**config.mk**
```make
export PLATFORM = sky130hd
export DESIGN_NAME = mp_addr_seq_flat
export DESIGN_NICKNAME = d
export VERILOG_FILES = /design/src/rtl/mp_addr_seq_if.sv /design/src/rtl/mp_addr_seq.sv /design/src/flat_wrapper.sv
export SDC_FILE = /design/constraint.sdc
export NUM_CORES = 1
export LEC_CHECK = 0
export BUFFER_PORTS_ARGS = -buffer_cell sky130_fd_sc_hd__buf_2
export CAP_MARGIN = 20
export CORE_AREA = 2 2 94 96
export DETAILED_ROUTE_END_ITERATION = 10
export DIE_AREA = 0 0 96 98
export GPL_ROUTABILITY_DRIVEN = 0
export PLACE_DENSITY = 0.75
export SETUP_SLACK_MARGIN = 0.2
export SLEW_MARGIN = 20
export SYNTH_ARGS = -nofsm -noshare
export SYNTH_HDL_FRONTEND = slang
export SYNTH_SLANG_ARGS = --single-unit
```
**constraint.sdc**
```tcl
create_clock -name clk -period 3.9 [get_ports clk]
set_clock_uncertainty 0.1 [all_clocks]
set_input_delay 0.78 -clock clk [delete_from_list [all_inputs] [get_ports clk]]
set_output_delay 0.78 -clock clk [all_outputs]
set_load 0.01 [all_outputs]
```
**src/rtl/mp_addr_seq_if.sv**
```systemverilog
// ---------------------------------------------------------------------------
// mp_addr_seq_if
// Memory bus between the mini-processor address sequencer (master) and the
// shared register/instruction memory (slave).
//
// Signals:
//   w_Addr     master->slave  ADDR_W  bus address {page, group, index}
//   bus_req    master->slave  1       access request, held until bus_ack
//   bus_we     master->slave  1       1 = write, 0 = read
//   bus_wdata  master->slave  DATA_W  write data
//   bus_ack    slave->master  1       access completes this cycle (with req)
//   bus_rdata  slave->master  DATA_W  read data, valid with bus_ack
// ---------------------------------------------------------------------------
interface mp_addr_seq_if #(
    parameter int ADDR_W = 16,
    parameter int DATA_W = 16
);
    logic [ADDR_W-1:0] w_Addr;
    logic              bus_req;
    logic              bus_we;
    logic [DATA_W-1:0] bus_wdata;
    logic              bus_ack;
    logic [DATA_W-1:0] bus_rdata;

    modport master (
        output w_Addr,
        output bus_req,
        output bus_we,
        output bus_wdata,
        input  bus_ack,
        input  bus_rdata
    );

    modport slave (
        input  w_Addr,
        input  bus_req,
        input  bus_we,
        input  bus_wdata,
        output bus_ack,
        output bus_rdata
    );
endinterface

```
**src/rtl/mp_addr_seq.sv**
```systemverilog
// ---------------------------------------------------------------------------
// mp_addr_seq
// Self-sequencing address unit of the mini-processor. Owns the program counter
// and instruction register and steps FETCH -> RA -> RB -> EXEC -> WB through a
// program, finishing with a RESULT write of the final pc to the interrupt
// register. Every bus access uses a {page, group, index} address; the page is
// chosen once per run from s0_sel.
//
// Ports:
//   clk         in   1       clock, rising edge
//   reset       in   1       asynchronous active-high reset
//   start       in   1       run request, honoured only in IDLE
//   s0_sel      in   1       page select, sampled with an accepted start
//   bus         master       memory bus (see mp_addr_seq_if)
//   alu_valid   in   1       ALU result ready, ends EXEC
//   alu_result  in   DATA_W  value written back to Rd
//   ra_q, rb_q  out  DATA_W  latched ALU operands
//   cur_op      out  DATA_W  instruction register
//   pc          out  IDX_W   program counter
//   busy        out  1       high whenever not IDLE
//   done        out  1       one-cycle pulse after the RESULT write completes
//
// Instruction fields (IDX_W = 4): op[11:8] = Rd, op[7:4] = Ra, op[3:0] = Rb;
// the top nibble equal to HALT_OP ends the program.
// ---------------------------------------------------------------------------
module mp_addr_seq #(
    parameter int                 ADDR_W   = 16,
    parameter int                 PAGE_W   = 8,
    parameter int                 GRP_W    = 4,
    parameter int                 IDX_W    = 4,
    parameter int                 DATA_W   = 16,
    parameter logic [PAGE_W-1:0]  PAGE_S0  = 8'h01,
    parameter logic [PAGE_W-1:0]  PAGE_ALT = 8'h00,
    parameter logic [GRP_W-1:0]   INST_GRP = 4'h1,
    parameter logic [GRP_W-1:0]   DATA_GRP = 4'h0,
    parameter logic [ADDR_W-1:0]  IRQ_ADDR = 16'h0122,
    parameter logic [3:0]         HALT_OP  = 4'hF
) (
    input  logic               clk,
    input  logic               reset,
    input  logic               start,
    input  logic               s0_sel,
    mp_addr_seq_if.master      bus,
    input  logic               alu_valid,
    input  logic [DATA_W-1:0]  alu_result,
    output logic [DATA_W-1:0]  ra_q,
    output logic [DATA_W-1:0]  rb_q,
    output logic [DATA_W-1:0]  cur_op,
    output logic [IDX_W-1:0]   pc,
    output logic               busy,
    output logic               done
);

    typedef enum logic [2:0] {
        S_IDLE   = 3'd0,
        S_FETCH  = 3'd1,
        S_RA     = 3'd2,
        S_RB     = 3'd3,
        S_EXEC   = 3'd4,
        S_WB     = 3'd5,
        S_RESULT = 3'd6
    } state_t;

    state_t              r_state;
    state_t              w_state_nxt;

    logic [PAGE_W-1:0]   r_page;
    logic [IDX_W-1:0]    r_pc;
    logic [DATA_W-1:0]   r_op;
    logic [DATA_W-1:0]   r_ra;
    logic [DATA_W-1:0]   r_rb;
    logic [ADDR_W-1:0]   r_addr;
    logic                r_req;
    logic                r_we;
    logic [DATA_W-1:0]   r_wdata;
    logic                r_done;

    logic                w_acc;
    logic                w_halt;
    logic                w_start_ok;
    logic                w_change;
    logic [PAGE_W-1:0]   w_page_nxt;
    logic [IDX_W-1:0]    w_pc_nxt;
    logic [DATA_W-1:0]   w_op_nxt;
    logic [ADDR_W-1:0]   w_addr_nxt;
    logic                w_req_nxt;
    logic                w_we_nxt;
    logic [DATA_W-1:0]   w_wdata_nxt;

    // An ack without an outstanding request is not an access.
    assign w_acc      = r_req && bus.bus_ack;
    assign w_halt     = (bus.bus_rdata[DATA_W-1 -: 4] == HALT_OP);
    assign w_start_ok = (r_state == S_IDLE) && start;
    assign w_change   = (w_state_nxt != r_state);

    // ---------------------------------------------------------------------
    // State register
    // ---------------------------------------------------------------------
    always_ff @(posedge clk or posedge reset) begin
        if (reset) begin
            r_state <= S_IDLE;
        end else begin
            r_state <= w_state_nxt;
        end
    end

    // ---------------------------------------------------------------------
    // Next-state logic
    // ---------------------------------------------------------------------
    always_comb begin
        w_state_nxt = r_state;
        case (r_state)
            S_IDLE:   if (start)     w_state_nxt = S_FETCH;
            S_FETCH:  if (w_acc)     w_state_nxt = w_halt ? S_RESULT : S_RA;
            S_RA:     if (w_acc)     w_state_nxt = S_RB;
            S_RB:     if (w_acc)     w_state_nxt = S_EXEC;
            S_EXEC:   if (alu_valid) w_state_nxt = S_WB;
            // pc back at 0 means the last program slot has just executed.
            S_WB:     if (w_acc)     w_state_nxt = (r_pc == '0) ? S_RESULT : S_FETCH;
            S_RESULT: if (w_acc)     w_state_nxt = S_IDLE;
            default:                 w_state_nxt = S_IDLE;
        endcase
    end

    // ---------------------------------------------------------------------
    // Values that page/pc/op take at the coming edge. The bus outputs for
    // the next state are formed from these so that the first address of a
    // state already reflects a freshly fetched instruction or new pc.
    // ---------------------------------------------------------------------
    always_comb begin
        w_page_nxt = r_page;
        w_pc_nxt   = r_pc;
        w_op_nxt   = r_op;
        if (w_start_ok) begin
            w_page_nxt = s0_sel ? PAGE_S0 : PAGE_ALT;
            w_pc_nxt   = '0;
        end
        if ((r_state == S_FETCH) && w_acc) begin
            w_pc_nxt = r_pc + 1'b1;
            w_op_nxt = bus.bus_rdata;
        end
    end

    // ---------------------------------------------------------------------
    // Output logic: bus drive for the state being entered
    // ---------------------------------------------------------------------
    always_comb begin
        w_addr_nxt  = r_addr;
        w_req_nxt   = 1'b0;
        w_we_nxt    = 1'b0;
        w_wdata_nxt = r_wdata;
        case (w_state_nxt)
            S_FETCH: begin
                w_addr_nxt = {w_page_nxt, INST_GRP, w_pc_nxt};
                w_req_nxt  = 1'b1;
            end
            S_RA: begin
                w_addr_nxt = {w_page_nxt, DATA_GRP, w_op_nxt[IDX_W +: IDX_W]};
                w_req_nxt  = 1'b1;
            end
            S_RB: begin
                w_addr_nxt = {w_page_nxt, DATA_GRP, w_op_nxt[0 +: IDX_W]};
                w_req_nxt  = 1'b1;
            end
            S_WB: begin
                w_addr_nxt  = {w_page_nxt, DATA_GRP, w_op_nxt[2*IDX_W +: IDX_W]};
                w_req_nxt   = 1'b1;
                w_we_nxt    = 1'b1;
                w_wdata_nxt = alu_result;
            end
            S_RESULT: begin
                w_addr_nxt  = IRQ_ADDR;
                w_req_nxt   = 1'b1;
                w_we_nxt    = 1'b1;
                w_wdata_nxt = {{(DATA_W-IDX_W){1'b0}}, w_pc_nxt};
            end
            default: begin
                w_req_nxt = 1'b0;
            end
        endcase
    end

    // ---------------------------------------------------------------------
    // Bus output registers: loaded only on a state change, so address,
    // request and direction stay put for as long as an access is pending.
    // ---------------------------------------------------------------------
    always_ff @(posedge clk or posedge reset) begin
        if (reset) begin
            r_addr  <= '0;
            r_req   <= 1'b0;
            r_we    <= 1'b0;
            r_wdata <= '0;
        end else if (w_change) begin
            r_addr  <= w_addr_nxt;
            r_req   <= w_req_nxt;
            r_we    <= w_we_nxt;
            r_wdata <= w_wdata_nxt;
        end
    end

    // ---------------------------------------------------------------------
    // Program state and operand registers
    // ---------------------------------------------------------------------
    always_ff @(posedge clk or posedge reset) begin
        if (reset) begin
            r_page <= PAGE_ALT;
            r_pc   <= '0;
            r_op   <= '0;
            r_ra   <= '0;
            r_rb   <= '0;
            r_done <= 1'b0;
        end else begin
            r_page <= w_page_nxt;
            r_pc   <= w_pc_nxt;
            r_op   <= w_op_nxt;
            if ((r_state == S_RA) && w_acc) begin
                r_ra <= bus.bus_rdata;
            end
            if ((r_state == S_RB) && w_acc) begin
                r_rb <= bus.bus_rdata;
            end
            r_done <= (r_state == S_RESULT) && w_acc;
        end
    end

    assign bus.w_Addr    = r_addr;
    assign bus.bus_req   = r_req;
    assign bus.bus_we    = r_we;
    assign bus.bus_wdata = r_wdata;

    assign ra_q   = r_ra;
    assign rb_q   = r_rb;
    assign cur_op = r_op;
    assign pc     = r_pc;
    assign busy   = (r_state != S_IDLE);
    assign done   = r_done;

endmodule

```
**src/flat_wrapper.sv**
```systemverilog
// flat-port wrapper written by rule: the top's interface ports become plain ports
module mp_addr_seq_flat 
#(
    parameter int                 ADDR_W   = 16,
    parameter int                 PAGE_W   = 8,
    parameter int                 GRP_W    = 4,
    parameter int                 IDX_W    = 4,
    parameter int                 DATA_W   = 16,
    parameter logic [PAGE_W-1:0]  PAGE_S0  = 8'h01,
    parameter logic [PAGE_W-1:0]  PAGE_ALT = 8'h00,
    parameter logic [GRP_W-1:0]   INST_GRP = 4'h1,
    parameter logic [GRP_W-1:0]   DATA_GRP = 4'h0,
    parameter logic [ADDR_W-1:0]  IRQ_ADDR = 16'h0122,
    parameter logic [3:0]         HALT_OP  = 4'hF
)
  (clk, reset, start, s0_sel, alu_valid, alu_result, ra_q, rb_q, cur_op, pc, busy, done, bus_w_Addr, bus_bus_req, bus_bus_we, bus_bus_wdata, bus_bus_ack, bus_bus_rdata);
  mp_addr_seq_if #(.ADDR_W(ADDR_W), .DATA_W(DATA_W)) bus_i ();
  input  logic clk;
  input  logic reset;
  input  logic start;
  input  logic s0_sel;
  input  logic alu_valid;
  input  logic [DATA_W-1:0] alu_result;
  output logic [DATA_W-1:0] ra_q;
  output logic [DATA_W-1:0] rb_q;
  output logic [DATA_W-1:0] cur_op;
  output logic [IDX_W-1:0] pc;
  output logic busy;
  output logic done;
  output wire logic [$bits(bus_i.w_Addr)-1:0] bus_w_Addr;
  output wire logic [$bits(bus_i.bus_req)-1:0] bus_bus_req;
  output wire logic [$bits(bus_i.bus_we)-1:0] bus_bus_we;
  output wire logic [$bits(bus_i.bus_wdata)-1:0] bus_bus_wdata;
  input wire logic [$bits(bus_i.bus_ack)-1:0] bus_bus_ack;
  input wire logic [$bits(bus_i.bus_rdata)-1:0] bus_bus_rdata;
  assign bus_w_Addr = bus_i.w_Addr;
  assign bus_bus_req = bus_i.bus_req;
  assign bus_bus_we = bus_i.bus_we;
  assign bus_bus_wdata = bus_i.bus_wdata;
  assign bus_i.bus_ack = bus_bus_ack;
  assign bus_i.bus_rdata = bus_bus_rdata;
  mp_addr_seq #(.ADDR_W(ADDR_W), .PAGE_W(PAGE_W), .GRP_W(GRP_W), .IDX_W(IDX_W), .DATA_W(DATA_W), .PAGE_S0(PAGE_S0), .PAGE_ALT(PAGE_ALT), .INST_GRP(INST_GRP), .DATA_GRP(DATA_GRP), .IRQ_ADDR(IRQ_ADDR), .HALT_OP(HALT_OP)) u_core (.clk(clk), .reset(reset), .start(start), .s0_sel(s0_sel), .bus(bus_i), .alu_valid(alu_valid), .alu_result(alu_result), .ra_q(ra_q), .rb_q(rb_q), .cur_op(cur_op), .pc(pc), .busy(busy), .done(done));
endmodule
```
# == After elaboration in Yosys (flattened, before gate mapping) ==
# Cells that the tools add are included.
# word_totals
ff_bits,98
latchBits,0
ram_bits,0
romBits,0
output_inout_bits,88
elab_cells,60
memories,0
# op_classes
n_addsub,1
n_mul,0
n_div,0
order_cmp,0
eq_ne,13
n_shift,0
n_mux,19
bitwise,0
reduce_logical,15
# op_table
cell,count
$pmux W16 S5,1
$pmux W16 S2,1
$mux W3,9
$pmux W3 S7,1
$eq A3 B3 Y1 const B,5
$eq A3 B2 Y1 const B,4
$mux W12,1
$mux W4,2
$mux W8,1
$eq A3 B1 Y1 const B,2
$logic_and A1 B1 Y1,6
$reduce_bool A5 Y1,1
$reduce_or A5 Y1,1
$add A4 B1 Y4 const B,1
$eq A4 B4 Y1 const B,1
$logic_not A4 Y1,1
$reduce_and A2 Y1,2
$logic_not A3 Y1,1
$mux W1,3
$ne A3 B3 Y1,1
$reduce_bool A3 Y1,1
$reduce_bool A2 Y1,1
$reduce_or A2 Y1,1

# == Logic depth before layout (Yosys ltp) ==
# Gate-level depths: netlist (run 1).
# logic_depth
word_depth,7
depth_mapped,10
mapped_depth_nobuf,9

# == Worst setup path before layout (run 1) ==
# No wires, ideal clock.
# synth_timing
path_kind,input to register
startpoint,input port bus_bus_rdata[14]
endpoint,register u_core.r_wdata[0] (netlist: u_core.bus.bus_wdata[0])
t_arrival_ps,2241
t_required_ps,3675
setup_slack_ps,1434
stages,7
path_cell_list,a41o_1 a221o_1 nand2_2 inv_2 nand2_4 mux2_2 mux2_4
# synth_between
elab_chain_cells,7
word_cells_on_any_way,10
cone_classes,eq/ne (4); mux (4); reduce/logical (2)
# synth_lines
element,line_no,rtl
"start, declared",flat_wrapper.sv:35,input wire logic [$bits(bus_i.bus_rdata)-1:0] bus_bus_rdata;
$eq A4 B4 Y1 (*),mp_addr_seq.sv:92,assign w_halt = (bus.bus_rdata[DATA_W-1 -: 4] == HALT_OP);
$mux W3 (*) (2 in series),mp_addr_seq.sv:114,S_FETCH: if (w_acc) w_state_nxt = w_halt ? S_RESULT : S_RA;
$pmux W3 S7 (*),mp_addr_seq.sv:112,case (r_state)
net u_core.w_state_nxt[2],mp_addr_seq.sv:65,state_t w_state_nxt;
$eq A3 B3 Y1,mp_addr_seq.sv:152,case (w_state_nxt)
$reduce_bool A2 Y1 (no line),n/a,
$reduce_and A2 Y1 (no line),n/a,
"end signal, assigned",mp_addr_seq.sv:197,r_wdata <= w_wdata_nxt;
"end, declared",mp_addr_seq.sv:75,logic [DATA_W-1:0] r_wdata;
# The timed path passes the listed nets; every way through them passes the cells marked *.
# A chain may end at the register's enable or synchronous reset.

# == Final worst setup path (run 1) ==
# layout_timing
startpoint,register u_core.r_pc[0] (netlist: u_core.pc[0])
endpoint,register u_core.r_addr[12] (netlist: u_core.bus.w_Addr[12])
# layout_between
elab_chain_cells,7
word_cells_on_any_way,13
cone_classes,eq/ne (6); mux (4); reduce/logical (3)
# layout_lines
element,line_no,rtl
"start, declared",mp_addr_seq.sv:68,logic [IDX_W-1:0] r_pc;
"start signal, assigned",mp_addr_seq.sv:214,r_pc <= w_pc_nxt;
$logic_not A4 Y1 (*),mp_addr_seq.sv:119,S_WB: if (w_acc) w_state_nxt = (r_pc == '0) ? S_RESULT : S_FETCH;
$mux W3 (*) (2 in series),mp_addr_seq.sv:119,
$pmux W3 S7 (*),mp_addr_seq.sv:112,
"$eq A3 B1 Y1, or another cell as far along",mp_addr_seq.sv:152,
$reduce_bool A5 Y1 (no line),n/a,
$reduce_and A2 Y1 (no line),n/a,
"end signal, assigned",mp_addr_seq.sv:194,r_addr <= w_addr_nxt;
"end, declared",mp_addr_seq.sv:72,logic [ADDR_W-1:0] r_addr;
# Mark *: on every way between the ends. The rest lies on a longest branch, timed or not. The select of a mux whose other input is x is not followed.

==> results.md, run 1 <==
* Status: finished, final reports clean
* Fin crit share at 0.719
* Core footprint at about 0.0085 mm²
* P_leak at 0.00264 µW
* Root buffer cell: clkbuf_8
* Placed Instance Area at 0.00489 mm²
* Final slew viol count at 0
* Syn Area/Cell at 12.7 µm²
* Reg2reg start: u_core.pc[0]$_DFF_PP0_
* Worst Tran Pin Value at 969 ps
* IO Port Bufs at 123
* Synth warn at 0
* Antenna cells at 0
* Nets@finish at 493
* Max_cap viols at 0
* Num rows at 34
* Total Routing Usage GR at 0.190
* Initial antenna violation count at 0
* Number of global-route vias before repair at between 2,000 and 3,000
* Post-route setup slack at 1090 ps
* Dpl hpwl at roughly 6500 µm
* Initial DRC count at 112
* DR pass1 iterations at 4
* Worst vdd ir at just under 0.4 mV
* Ranking of synthesized cells by area: dfrtp_1 57%, mux2_2 14%, nand2_1 4.0%, mux2i_1 3.8%, inv_1 1.5%
* Post-CTS sizing at 0
* Yosys top cell area share at 0.570
* FF-to-FF End: u_core.bus.w_Addr[12]$_DFFE_PP0P_
* Post-CTS setup buffers at 0
* Clock sink count at 96
* Detailed Route WL at 8700 µm
* Place WS at around 960 ps
* Die area at 0.00941 mm²
* Congestion Overflow GR at 0
* Fin. Hold Viols at 0
* Final Setup Violations at 0
* P&R area growth vs syn at 20.1%
* Flop2flop setup slack at 1090 ps
* I/O pin total at between 100 and 150
* CTS tree: yes
* H-tree depth at 3
* First-pass GRT wire length at 13,900 µm
* Post-synth EDFFs at 0
* Maximum fanout along the worst path at 28
* R2r worst-path depth at 7
* Total negative setup slack at 0 ps
* Async SR Flop Fraction at 1.00
* Antenna-violating nets left at 0
* F_max at ~360 MHz
* Design Area, Final at 0.00507 mm²
* Maximum buffer depth of the clock tree at 2
* Arr. time, crit path at 2910 ps
* RSZ-0062 raised after global routing: no
* Post-synthesis instance area at 0.00422 mm²
* Slew headroom at 0.354
* Crit. End Element: flip-flop
* Hold_ws at 329 ps
* Cell accounting for the most synthesized area: dfrtp_1
* Layout cells sized above 1 at 0.469
* Largest net degree at the start of global routing at 39
* Top_reg_cell synth: dfrtp_1
* DRC errors left at 0
* Pwr dens at 856 mW/mm²
* Die width at 96 µm
* Initial Util at 0.498
* WS Path Type: reg -> reg
* Hold-fix buffers at CTS at 0
* Worst setup SP type: flip-flop
* Worst-path clk slew at 100 ps
* Yosys reg bits at 96
* Cells after Synth at 331
* WP data required at 4000 ps
* Via density at 5.09
* Vias at 2,881
* Skew-Pair Late Insertion Delay at 360 ps
* Distinct cells, synth at 54
* Num CTS Buffers at 9
* Hold Crit Class: in -> async
* Minimum clock period at 2810 ps
* Total power draw at 4340 µW
* Average routed wire per standard cell at 15.4 µm
* Die Height at slightly below 100 µm
* Sequential-to-total area share from yosys stat at 0.570
-- critical path, cell delays in order (launching register included) --
cell and delay [ps]:
dfrtp_1 440, inv_1 80, ha_1 130, or3b_4 400, o2111ai_2 240, o211ai_4 240
o22ai_2 780, o21ai_0 240
-- state kept, by name (all words and copies together), names as in the netlist --
register and cells:
u_core.r_state 3, u_core.bus.w_Addr 14, u_core.cur_op 16, u_core.rb_q 16
u_core.r_page 8, u_core.bus.bus_wdata 16, u_core.pc 4, u_core.bus.bus_we 1
u_core.done 1, u_core.ra_q 16, u_core.bus.bus_req 1
-- synthesized netlist by cell type, drive strengths merged, types with 4 or more instances --
cell type,instances
dfrtp,96
mux2,57
nand2,47
inv,18
mux2i,16
buf,11
o21ai,11
and2,9
nor2,7
a21oi,6
nand3,5
a21o,4
clkbuf,4
nand3b,4
o31ai,4
-- layer usage --
metal / global-route usage / part of all wire
met4: 0.0637 / 0.019
met1: 0.265 / 0.45
met5: 0 / 0
met2: 0.283 / 0.46
met3: 0.0594 / 0.067
-- power breakdown --
group	switching [µW]	internal (µW)
sequential	244	1390
clock	346	236
combinational	1150	971
total	1740	2600
-- worst max path at each step --
stage	cells past startpoint	slack (ps)	start	end
6_report	7	1090	u_core.pc[0]$_DFF_PP0_	u_core.bus.w_Addr[12]$_DFFE_PP0P_
5_1_grt	7	790	u_core.pc[0]$_DFF_PP0_	u_core.bus.w_Addr[12]$_DFFE_PP0P_
4_1_cts	7	1090	u_core.pc[0]$_DFF_PP0_	u_core.bus.w_Addr[11]$_DFFE_PP0P_
3_5_place_dp	8	960	bus_bus_rdata[14]	u_core.bus.bus_wdata[0]$_DFFE_PP0P_
3_3_place_gp	8	1040	bus_bus_rdata[14]	u_core.bus.bus_wdata[2]$_DFFE_PP0P_
2_1_floorplan	1	510	reset	u_core.bus.bus_req$_DFFE_PP0P_
-- cells in the final DEF, fill, tap and decap left out, drive strengths merged, types with 5 or more instances in the layout --
cell type and count:
nand2 47, nor2 7, clkbuf 10, o21ai 11, mux2i 16, mux2 57, nand3 5, dfrtp 96
a21oi 6, and2 9, buf 125, inv 20
-- cell families after synthesis --
logic type,synth area share
xor gates and xnor gates,0.00653
muxes,0.194
buffers and inverters,0.0424
AOI/OAI and AO/OA,0.0673
other,0.000889
and+or+nand+nor,0.111
DFF,0.570
adders and majority gates,0.00831
-- cell type report --
cell class,count,area [µm²]
fill,719,3400
sequential,96,2400
multi-input combinational,202,1640
timing repair buffer,125,631
tap,108,135
clock buffer,10,128
inverter,19,86.3
clock inverter,6,43.8
-- metrics by stage --
step,util,std cells
floorplan,-,332
CTS,0.598,566
global route,0.598,566
finish,0.598,566
detailed placement,0.578,550
global placement,0.578,550
Note: power is estimated with default switching activity, not from simulation.
==> run 2: changes to the inputs <==
--- a/config.mk
+++ b/config.mk
@@ -5,13 +5,14 @@
 export SDC_FILE = /design/constraint.sdc
 export NUM_CORES = 1
 export LEC_CHECK = 0
+export ABC_AREA = 1
 export BUFFER_PORTS_ARGS = -buffer_cell sky130_fd_sc_hd__buf_2
 export CAP_MARGIN = 20
-export CORE_AREA = 2 2 94 96
+export CORE_AREA = 2 2 99 101
 export DETAILED_ROUTE_END_ITERATION = 10
-export DIE_AREA = 0 0 96 98
+export DIE_AREA = 0 0 101 103
 export GPL_ROUTABILITY_DRIVEN = 0
-export PLACE_DENSITY = 0.75
+export PLACE_DENSITY = 0.71
 export SETUP_SLACK_MARGIN = 0.2
 export SLEW_MARGIN = 20
 export SYNTH_ARGS = -nofsm -noshare
==> constraint.sdc (replaced) <==
create_clock -name clk -period 2.5 [get_ports clk]
set_clock_uncertainty 0.1 [all_clocks]
set_input_delay 0.5 -clock clk [delete_from_list [all_inputs] [get_ports clk]]
set_output_delay 0.5 -clock clk [all_outputs]
set_load 0.01 [all_outputs]
==> run 2 against run 1 <==
Net effect:
- utilization shrank 5.0 points
- first-iteration DRC count grew 45%
- worst setup slack got worse by 740 ps
- die area increased by 11%
- sequential share of layout area is 1.0 points lower
- synthesized area stayed put
- hold slack worse by 240 ps
- register-to-register slack got worse by 740 ps
- clock power rose by 57%
- flip-flop and latch count unchanged
- total power up 56%
- wire length up 15%
==> results.md, run 2 <==
* RSZ-0062 raised after global routing: no
* WS Path Type: reg -> reg
* Num rows at 36
* Post-synthesis instance area at 0.00422 mm²
* Clock sink count at 96
* DRC errors left at 0
* Most used cell, CP: nand2_1
* WP data required at around 2600 ps
* Comb pwr share at 0.499
* Hold-fix buffers at CTS at 0
* Sequential-to-total area share from yosys stat at 0.570
* H-tree depth at 3
* Yosys top cell area share at 0.570
* Post-synthesis xor/xnor area fraction at 0
* Most frequent cells in the layout: 172 x nand2_1, 123 x buf_2, 93 x dfrtp_1
* Antenna cells at 0
* Detailed Route WL at 9990 µm
* Worst setup SP type: flip-flop
* Cell accounting for the most synthesized area: dfrtp_1
* Top-count cell post-synth: nand2_1
* Clock power share at 0.135
* Worst vdd ir at approximately 0.45 mV
* Post-synth EDFFs at 0
* Layout cells sized above 1 at 0.304
* Skew-Pair Late Insertion Delay at 350 ps
* Antenna-violating nets left at 0
* # fillers at 922
* Initial Util at 0.446
* Fin. Hold Viols at 0
* Die area at 0.0104 mm²
* Synth warn at 0
* Initial antenna violation count at 0
* Top cells by count, synth: 175 x nand2_1, 96 x dfrtp_1, 56 x o21ai_0
* Die width at slightly above 100 µm
* DR pass1 iterations at 4
* Number of global-route vias before repair at 3,367
* Via density at 4.85
* CP Cell Sequence: inv_1 > ha_1 > nand2_1 > nand2_2 > a21oi_1 > nand3_2 > nand2_1 > nand3_2 > nand2_1 > buf_12 > inv_2 > nand2_1 > nand2_1
* Part of the power in registers at 0.367
* Final slew viol count at 0
* R2r worst-path depth at 13
* F_max at ~470 MHz
* Critical path depth in cells at 13
* Slew headroom at 0.476
* Die Height at 103 µm
* Total Routing Usage GR at 0.196
* Root buffer cell: clkbuf_8
* Arr. time, crit path at 2280 ps
* Largest net degree at the start of global routing at between 50 and 60
* Simple-Gate Fraction of Synth Area at 0.252
* Post-synthesis adder-cell area fraction at 0.00593
* Vias at 3,551
* Maximum fanout along the worst path at 30
* Status: finished, final reports clean
* Net Switching at roughly 3000 µW
* CTS tree: yes
* Top_reg_cell synth: dfrtp_1
* Critical path's slowest cell: dfrtp_1
* Ranking of synthesized cells by area: dfrtp_1 57%, nand2_1 16%, o21ai_0 6.6%, inv_1 3.8%, nand3_1 2.4%
* CP top delay family: simple AND/OR/NAND/NOR gates
* Async SR Flop Fraction at 1.00
* WP buf/inv at 3
* Initial DRC count at 162
* Total negative setup slack at 0 ps
* Crit. End Element: flip-flop
* Fin cells at around 730
* Int Pwr at 3760 µW
* Congestion Overflow GR at 0
* Post-synthesis compound-gate area fraction at 0.0914
* Minimum clock period at 2140 ps
* Pwr dens at 1300 mW/mm²
* P_leak at 0.00300 µW
* Hold Crit Class: in -> async
* Largest family of logic cells by synthesized area: simple AND/OR/NAND/NOR gates
* Commonest non-fill, non-tap cell in the layout: nand2_1
* CP max stage delay at roughly 370 ps
* Final Setup Violations at 0
* Distinct cells, synth at 27
* Hold_ws at between 80 and 90 ps
* Post-synthesis mux area share at 0
* IO Port Bufs at 123
* P&R area growth vs syn at 23.0%
* Syn Area/Cell at between 8 and 9 µm²
* I/O pin total at 126
* Fin crit share at 0.857
* Core footprint at between 0.009 and 0.01 mm²
* Sw frac at 0.443
* Average routed wire per standard cell at ~14 µm
* Worst Tran Pin Value at 785 ps
* Yosys reg bits at 96
* Placed Instance Area at 0.00493 mm²
* Num CTS Buffers at 9
* First-pass GRT wire length at 15,900 µm
* Design Area, Final at 0.00519 mm²
* Worst-path clk slew at 90 ps
* Cells after Synth at 488
* Dpl hpwl at between 7000 and 8000 µm
* Inst Count DP at 713
* Max_cap viols at 0
* Maximum buffer depth of the clock tree at 2
* Nets@finish at approximately 660
-- run 2: kinds of logic (layout without fill, tap and decap cells) --
group | after synthesis | after routing
AOI/OAI and AO/OA | 74 | 74
adders and majority gates | 2 | 2
buffers and inverters | 73 | 202
DFF | 96 | 96
other | 1 | 2
and+or+nand+nor | 242 | 242
-- run 2: repair_timing --
action	4_1_cts	5_1_grt
resized for setup	0	13
setup buffers	0	5
setup endpoints to repair	0	32
-- run 2: final timing paths --
path	from	to	slack, ps
setup reg to reg	u_core.pc[0]$_DFF_PP0_	u_core.bus.bus_wdata[0]$_DFFE_PP0P_	360
hold / removal	reset	u_core.ra_q[14]$_DFFE_PP0P_	90
setup / recovery	u_core.pc[0]$_DFF_PP0_	u_core.bus.bus_wdata[0]$_DFFE_PP0P_	360
max in group asynchronous	reset	u_core.ra_q[1]$_DFFE_PP0P_	1550
hold reg to reg	u_core.r_page[4]$_DFF_PP0_	u_core.r_page[4]$_DFF_PP0_	360
min in group clk	s0_sel	u_core.r_page[0]$_DFF_PP0_	280
-- run 2: area by class of cell --
type	instances	area, µm²	area share
clock buffers	12	155	0.0299
clock inverters	2	16.3	0.00314
inverters	51	198	0.0381
multi-input cells	320	1530	0.294
flip-flops and latches	96	2410	0.464
well taps	114	143	0.0275
repair buffers	137	743	0.143
-- run 2: per-layer routing --
metal / wire [µm] / vias up / track usage / share of wire
li1: - / 1769 / - / -
met2: 5120 / 65 / 0.332 / 0.51
met3: 391 / 15 / 0.0373 / 0.039
met1: 4310 / 1702 / 0.247 / 0.43
met4: 173 / 0 / 0.0842 / 0.017
met5: 0 / - / 0 / 0
-- run 2: worst register-to-register path: cells and delay by family (launching register included) --
| kind | cells | cell delay (ps) |
|---|---|---|
| adder cells (fa/ha/maj) | 1 | 200 |
| flip-flops | 1 | 370 |
| buffers and inverters | 3 | 320 |
| AND/OR/NAND/NOR | 8 | 870 |
| AO/OA/AOI/OAI | 1 | 170 |
-- run 2: through the flow --
stage               power (µW)  setup slack, ps   util
floorplan                 4710              564      -
global placement          5620              213  0.521
detailed placement        5700              119  0.521
CTS                       6620              224  0.539
global route              7350              188  0.548
finish                    6760              356  0.548
-- run 2: power groups by stage --
stage                     registers [µW]  logic, µW  clock network (µW)
after global placement              2500       3120                   0
after CTS                           2490       3210                 931
after global routing                2540       3810                 999
after floorplan                     2720       2000                   0
final                               2480       3370                 910
after detailed placement            2510       3190                   0
